**config.mk**
```make
export PLATFORM = sky130hd
export DESIGN_NAME = digital_clock_set
export DESIGN_NICKNAME = d
export VERILOG_FILES = /design/src/rtl/digital_clock_pkg.sv /design/src/rtl/bcd_counter_2d.sv /design/src/rtl/digital_clock_set.sv
export SDC_FILE = /design/constraint.sdc
export NUM_CORES = 1
export LEC_CHECK = 0
export ABC_AREA = 1
export BUFFER_PORTS_ARGS = -buffer_cell sky130_fd_sc_hd__buf_2
export CAP_MARGIN = 20
export CORE_MARGIN = 4
export CORE_UTILIZATION = 58
export DETAILED_ROUTE_END_ITERATION = 10
export MAX_ROUTING_LAYER = met4
export PLACE_DENSITY = 0.92
export SLEW_MARGIN = 10
export SYNTH_ARGS = -nofsm -noshare
export SYNTH_HDL_FRONTEND = slang
export SYNTH_SLANG_ARGS = --single-unit
```
**constraint.sdc**
```tcl
create_clock -name clk -period 5.5 [get_ports clk]
set_input_delay 0.275 -clock clk [delete_from_list [all_inputs] [get_ports clk]]
set_output_delay 0.275 -clock clk [all_outputs]
set_load 0.05 [all_outputs]
```
**src/rtl/digital_clock_pkg.sv**
```systemverilog
// digital_clock_pkg: shared state encoding, BCD digit type and ASCII helpers for digital_clock_set
package digital_clock_pkg;
  typedef enum logic [1:0] {ST_RUN = 2'b00, ST_SET_HOUR = 2'b01, ST_SET_MIN = 2'b10} state_t;
  typedef logic [3:0] bcd_t;
  localparam logic [7:0] ASC_ZERO = 8'h30;
  localparam logic [7:0] ASC_COLON = 8'h3A;
  function automatic logic [7:0] asc(input bcd_t d);
    return ASC_ZERO + {4'h0, d};
  endfunction
endpackage

```
**src/rtl/bcd_counter_2d.sv**
```systemverilog
// bcd_counter_2d: two-digit BCD counter 00..MAX with clear and a carry on wrap
module bcd_counter_2d import digital_clock_pkg::*; #(
  parameter int MAX  = 59,
  parameter int INIT = 0
) (
  input  logic clk,
  input  logic resetn,
  input  logic inc,
  input  logic clr,
  output bcd_t tens,
  output bcd_t ones,
  output logic carry
);
  localparam bcd_t TOP_T = bcd_t'(MAX / 10);
  localparam bcd_t TOP_O = bcd_t'(MAX % 10);
  logic w_top, w_nine;
  assign w_top = tens == TOP_T && ones == TOP_O;
  assign w_nine = ones == 4'd9;
  assign carry = inc && w_top;
  always_ff @(posedge clk or negedge resetn) begin
    if (!resetn) begin
      tens <= bcd_t'(INIT / 10);
      ones <= bcd_t'(INIT % 10);
    end else if (clr) begin
      tens <= 4'd0;
      ones <= 4'd0;
    end else if (inc) begin
      ones <= (w_top || w_nine) ? 4'd0 : ones + 4'd1;
      tens <= w_top ? 4'd0 : w_nine ? tens + 4'd1 : tens;
    end
  end
endmodule

```
**src/rtl/digital_clock_set.sv**
```systemverilog
// digital_clock_set: settable BCD hh:mm:ss clock with 12/24h display; DIGITAL_CLOCK_ALARM_EN adds an alarm
module digital_clock_set import digital_clock_pkg::*; #(
  parameter int         CLK_HZ     = 25_000_000,
  parameter logic [3:0] DASH_CODE  = 4'hA,
  parameter int         RESET_HOUR = 0
) (
  input  logic        clk,
  input  logic        resetn,
  input  logic        mode_btn,
  input  logic        inc_btn,
  input  logic        hour12,
  output logic        sec_tick,
  output logic [1:0]  set_state,
  output logic        pm,
  output logic [31:0] segdata,
  output logic [31:0] textdata_e,
  output logic [31:0] textdata_f
`ifdef DIGITAL_CLOCK_ALARM_EN
  ,
  input  logic        alarm_on,
  input  logic [7:0]  alarm_hour,
  input  logic [7:0]  alarm_min,
  output logic        alarm_hit
`endif
);
  localparam int PW = CLK_HZ > 1 ? $clog2(CLK_HZ) : 1;
  state_t r_state, w_next;
  logic [PW-1:0] r_presc;
  logic w_tick, w_s_carry, w_m_carry, w_unused_day_carry;
  bcd_t w_s10, w_s1, w_m10, w_m1, w_h10, w_h1, w_dh10, w_dh1;
  logic [4:0] w_hour, w_dhour;
  always_ff @(posedge clk or negedge resetn) begin
    if (!resetn) begin
      r_state <= ST_RUN;
      r_presc <= '0;
    end else begin
      r_state <= w_next;
      r_presc <= (r_state != ST_RUN || mode_btn || w_tick) ? '0 : r_presc + 1'b1;
    end
  end
  always_comb begin
    w_next = r_state;
    if (mode_btn)
      w_next = r_state == ST_RUN ? ST_SET_HOUR : r_state == ST_SET_HOUR ? ST_SET_MIN : ST_RUN;
  end
  assign w_tick = r_state == ST_RUN && r_presc == PW'(CLK_HZ - 1);
  assign sec_tick = w_tick;
  assign set_state = r_state;
  bcd_counter_2d #(.MAX(59), .INIT(0)) u_sec (
    .clk, .resetn, .inc(w_tick), .clr(r_state == ST_RUN && mode_btn),
    .tens(w_s10), .ones(w_s1), .carry(w_s_carry)
  );
  // Minute carry only propagates from counted seconds, never from a manual minute set
  bcd_counter_2d #(.MAX(59), .INIT(0)) u_min (
    .clk, .resetn, .inc(w_s_carry || (r_state == ST_SET_MIN && inc_btn)), .clr(1'b0),
    .tens(w_m10), .ones(w_m1), .carry(w_m_carry)
  );
  bcd_counter_2d #(.MAX(23), .INIT(RESET_HOUR)) u_hour (
    .clk, .resetn, .inc((w_tick && w_m_carry) || (r_state == ST_SET_HOUR && inc_btn)), .clr(1'b0),
    .tens(w_h10), .ones(w_h1), .carry(w_unused_day_carry)
  );
  assign w_hour = 5'(w_h10) * 5'd10 + 5'(w_h1);
  assign pm = w_hour >= 5'd12;
  assign w_dhour = !hour12 ? w_hour : w_hour == 5'd0 ? 5'd12 : w_hour > 5'd12 ? w_hour - 5'd12 : w_hour;
  assign w_dh10 = w_dhour >= 5'd20 ? 4'd2 : w_dhour >= 5'd10 ? 4'd1 : 4'd0;
  assign w_dh1 = 4'(w_dhour - 5'(w_dh10) * 5'd10);
  assign segdata = {w_dh10, w_dh1, DASH_CODE, w_m10, w_m1, DASH_CODE, w_s10, w_s1};
  assign textdata_e = {asc(w_dh10), asc(w_dh1), ASC_COLON, asc(w_m10)};
  assign textdata_f = {asc(w_m1), ASC_COLON, asc(w_s10), asc(w_s1)};
`ifdef DIGITAL_CLOCK_ALARM_EN
  // The cycle after a counted second, the registered time shows the new hh:mm:ss
  logic r_tick_d;
  always_ff @(posedge clk or negedge resetn) begin
    if (!resetn) r_tick_d <= 1'b0;
    else r_tick_d <= w_tick;
  end
  assign alarm_hit = r_tick_d && r_state == ST_RUN && alarm_on && {w_h10, w_h1} == alarm_hour
                     && {w_m10, w_m1} == alarm_min && {w_s10, w_s1} == 8'h00;
`endif
endmodule
```
==> flow_summary.yaml <==
status:
  status: "complete, no violations"
placed_design:
  dpl.hpwl_mm: 6.087
  numPortBuffers: 52
  place.gp.congestion: 0.9171
timing:
  max_slew_margin_pct: 55.46
  tns_ns: 0
  grt_setup_unrepaired: "no"
  post-route-period-util_pct: 77.60
  fmax_mhz: 234.3
  setup_violations: 0
  max_slew.worst_pin.slew_ns: 0.6620
  slew_violations: 0
  skew_ns: 0.01116
  hold_viol: 0
  period_needed_ns: 4.268
floorplan:
  io_pins: 105
  die_h_um: 90.28
  rows: 29
  die_w_um: 90.28
  fp.coreArea_mm2: 0.006459
  start_util_pct: 60.79
  die_area_mm2: 0.008150
worst_setup_path:
  rrSetupSlack_ns: 3.40
  critPathLaunch: "u_hour.tens[0]"
  worstSetupEndpoint: "textdata_e[19]"
  path_buf_inv: 6
  cp_max_fo: 6
  reg2reg_to: "r_presc[19]"
  crit_slowest_cell: "dfrtp_1"
  critPathTopFamily: "adder cells"
  r2r-start: "r_presc[0]"
  worstPathRequired_ns: 5.22
  worstSetupEndpointType: "output pin"
  crit_chain: "ha_1, ha_1, inv_1, nand2_1, nand2_1, inv_1, ha_1, inv_1, nor2_1, o21ai_1, nand2_1, nand2_1, nand3_1, nor2_1, nand2_1, nand2_1, ha_1, inv_1, fa_1, inv_1, nand3_1, nand2_1, buf_2"
  path_common_cell: "nand2_1"
  start_kind: "flop"
  r2r_cells: 11
  cp.arrival_ns: 3.99
  cp_slowest_stage_delay_ns: 0.45
  crit_type: "reg2out"
  cp.depth: 23
synthesis:
  synth_top_flop_cell: "dfrtp_1"
  syn_avg_cell_area_um2: 7.759
  synth_edf_count: 0
  synthTopCellsByArea: "dfrtp_1 (33%), buf_4 (14%), nand2_1 (7.8%)"
  ys_seq_area_share_pct: 32.50
  async_flop_share_pct: 100.0
  synth.top_cell.area_share_pct: 32.50
  ys_warn_count: 0
  synth_cells: 506
  yosys.area.top_type: "dfrtp_1"
  synth_area_mm2: 0.003926
  ys_types: 41
  synth-seq-cells: 51
  synthTopCellsByCount: "nand2_1 (82), buf_4 (74), inv_1 (61), dfrtp_1 (51), nor2_1 (43)"
  synth.most_common_cell: "nand2_1"
cells_and_area:
  drive_above_1_share_pct: 19.59
  diodes: 0
  nFillCells: 573
  area_delta_synth_final_pct: 3.155
  num-nets-final: 567
global_route:
  grt_max_degree: 52
  first_global_vias: 3051
  grt_pass1_wl_mm: 13.61
  grt_overflow: 0
  antenna_found_initial: 0
  track_usage_pct: 20.24
route:
  first_pass_iters: 4
  final_antenna_net_count: 0
  drt_iter0_drc: 114
  vias_per_cell: 5.189
  drt_wl_total_mm: 7.798
  vias: 3207
  wire_per_inst_um: 12.62
  post-route-drc-count: 0
clock_tree:
  cts_setup_buffers: 0
  clock-sinks: 51
  cts_tree: "built"
  ctsResizeCount: 0
  clockBufferDepth: 2
  h-tree-depth: 2
  cts_hold_buf: 0
  clk_pin_slew_worst_paths_ns: 0.10
  cts_buffers: 5
  cts-root-buf: "clkbuf_8"
  insertion_delay_ns: 0.31
run:
  cap_violations: 0
hold_path:
  hold_path.class: "in2async"
## final cells by class
class	instances	area [um2]	area share, %
clock inverter	3	67.56	1.668
clock buffer	5	68.82	1.699
timing repair buffer	53	267.8	6.611
inverter	72	272.8	6.735
sequential	51	1276	31.51
tap	77	96.34	2.379
multi-input combinational	357	2001	49.40
## cell usage in the layout (no fill, tap or decap), types with 3 or more instances in the layout
| cell type | Yosys | routed |
|---|---|---|
| o31ai_1 | 3 | 3 |
| buf_2 | 1 | 52 |
| nor2_1 | 43 | 43 |
| a31oi_1 | 3 | 3 |
| nand2_1 | 82 | 82 |
| dfrtp_1 | 51 | 51 |
| o21ai_1 | 3 | 3 |
| or2_2 | 3 | 3 |
| nor2_2 | 6 | 6 |
| ha_1 | 20 | 20 |
| nor3_2 | 3 | 3 |
| a21oi_1 | 20 | 20 |
| xor2_1 | 7 | 7 |
| nor4_1 | 9 | 9 |
| o21ai_0 | 10 | 10 |
| nor2_4 | 5 | 5 |
| clkbuf_8 | 0 | 5 |
| nand4_1 | 5 | 5 |
| nand2_2 | 4 | 4 |
| o22ai_1 | 3 | 3 |
| inv_2 | 9 | 9 |
| inv_1 | 61 | 61 |
| nand3_1 | 33 | 33 |
| nand2_4 | 4 | 4 |
| nand3_2 | 7 | 7 |
| nor3_1 | 15 | 15 |
| conb_1 | 2 | 52 |
## logic make-up after synthesis
kind of cell | after synthesis | synth area share (%)
AND/OR/NAND/NOR | 225 | 29.41
AO/OA/AOI/OAI | 48 | 6.915
other | 2 | 0.1913
adder cells (fa/ha/maj) | 22 | 7.393
flip-flops | 51 | 32.50
buffers and inverters | 148 | 21.32
XOR/XNOR | 9 | 2.008
multiplexers | 1 | 0.2549
## sequential cells by signal, indices dropped and copies added (netlist names)
register	count
u_hour.ones	4
set_state	2
u_min.tens	4
u_sec.tens	4
u_hour.tens	4
r_presc	25
u_min.ones	4
u_sec.ones	4
## worst min-delay path by stage
| stage | slack [ns] | to | start | cells past startpoint |
|---|---|---|---|---|
| finish | 0.07 | r_presc[4] | resetn | 2 |
| global route | 0.12 | r_presc[4] | resetn | 2 |
| CTS | 0.08 | r_presc[4] | resetn | 2 |
| detailed placement | 0.43 | r_presc[12] | resetn | 2 |
| global placement | 0.43 | r_presc[9] | resetn | 2 |
| floorplan | -0.02 | r_presc[0] | resetn | 0 |
## routing by layer
layer	up-vias	share of wire, %	global-route usage (%)
met5	-	0	-
met4	0	0.73	5.612
met3	6	6.4	3.333
met2	119	52	36.40
met1	1506	41	23.31
li1	1576	-	-
## through the flow
| stage | worst slack, ns | util (%) | area [um2] | hold WS, ns | instances |
|---|---|---|---|---|---|
| after global routing | 0.8783 | 62.71 | 4050 | 0.1188 | 618 |
| after floorplan | 1.219 | - | 4114 | -0.02059 | 556 |
| after global placement | 1.830 | 60.60 | 3914 | 0.4252 | 610 |
| final | 1.232 | 62.71 | 4050 | 0.06692 | 618 |
| after CTS | 1.233 | 62.71 | 4050 | 0.08270 | 618 |
| after detailed placement | 1.599 | 60.60 | 3914 | 0.4267 | 610 |
Power is left out: the tool's default activity adds up to more than one toggle a clock period on the data nets, which glitch-free logic cannot reach.
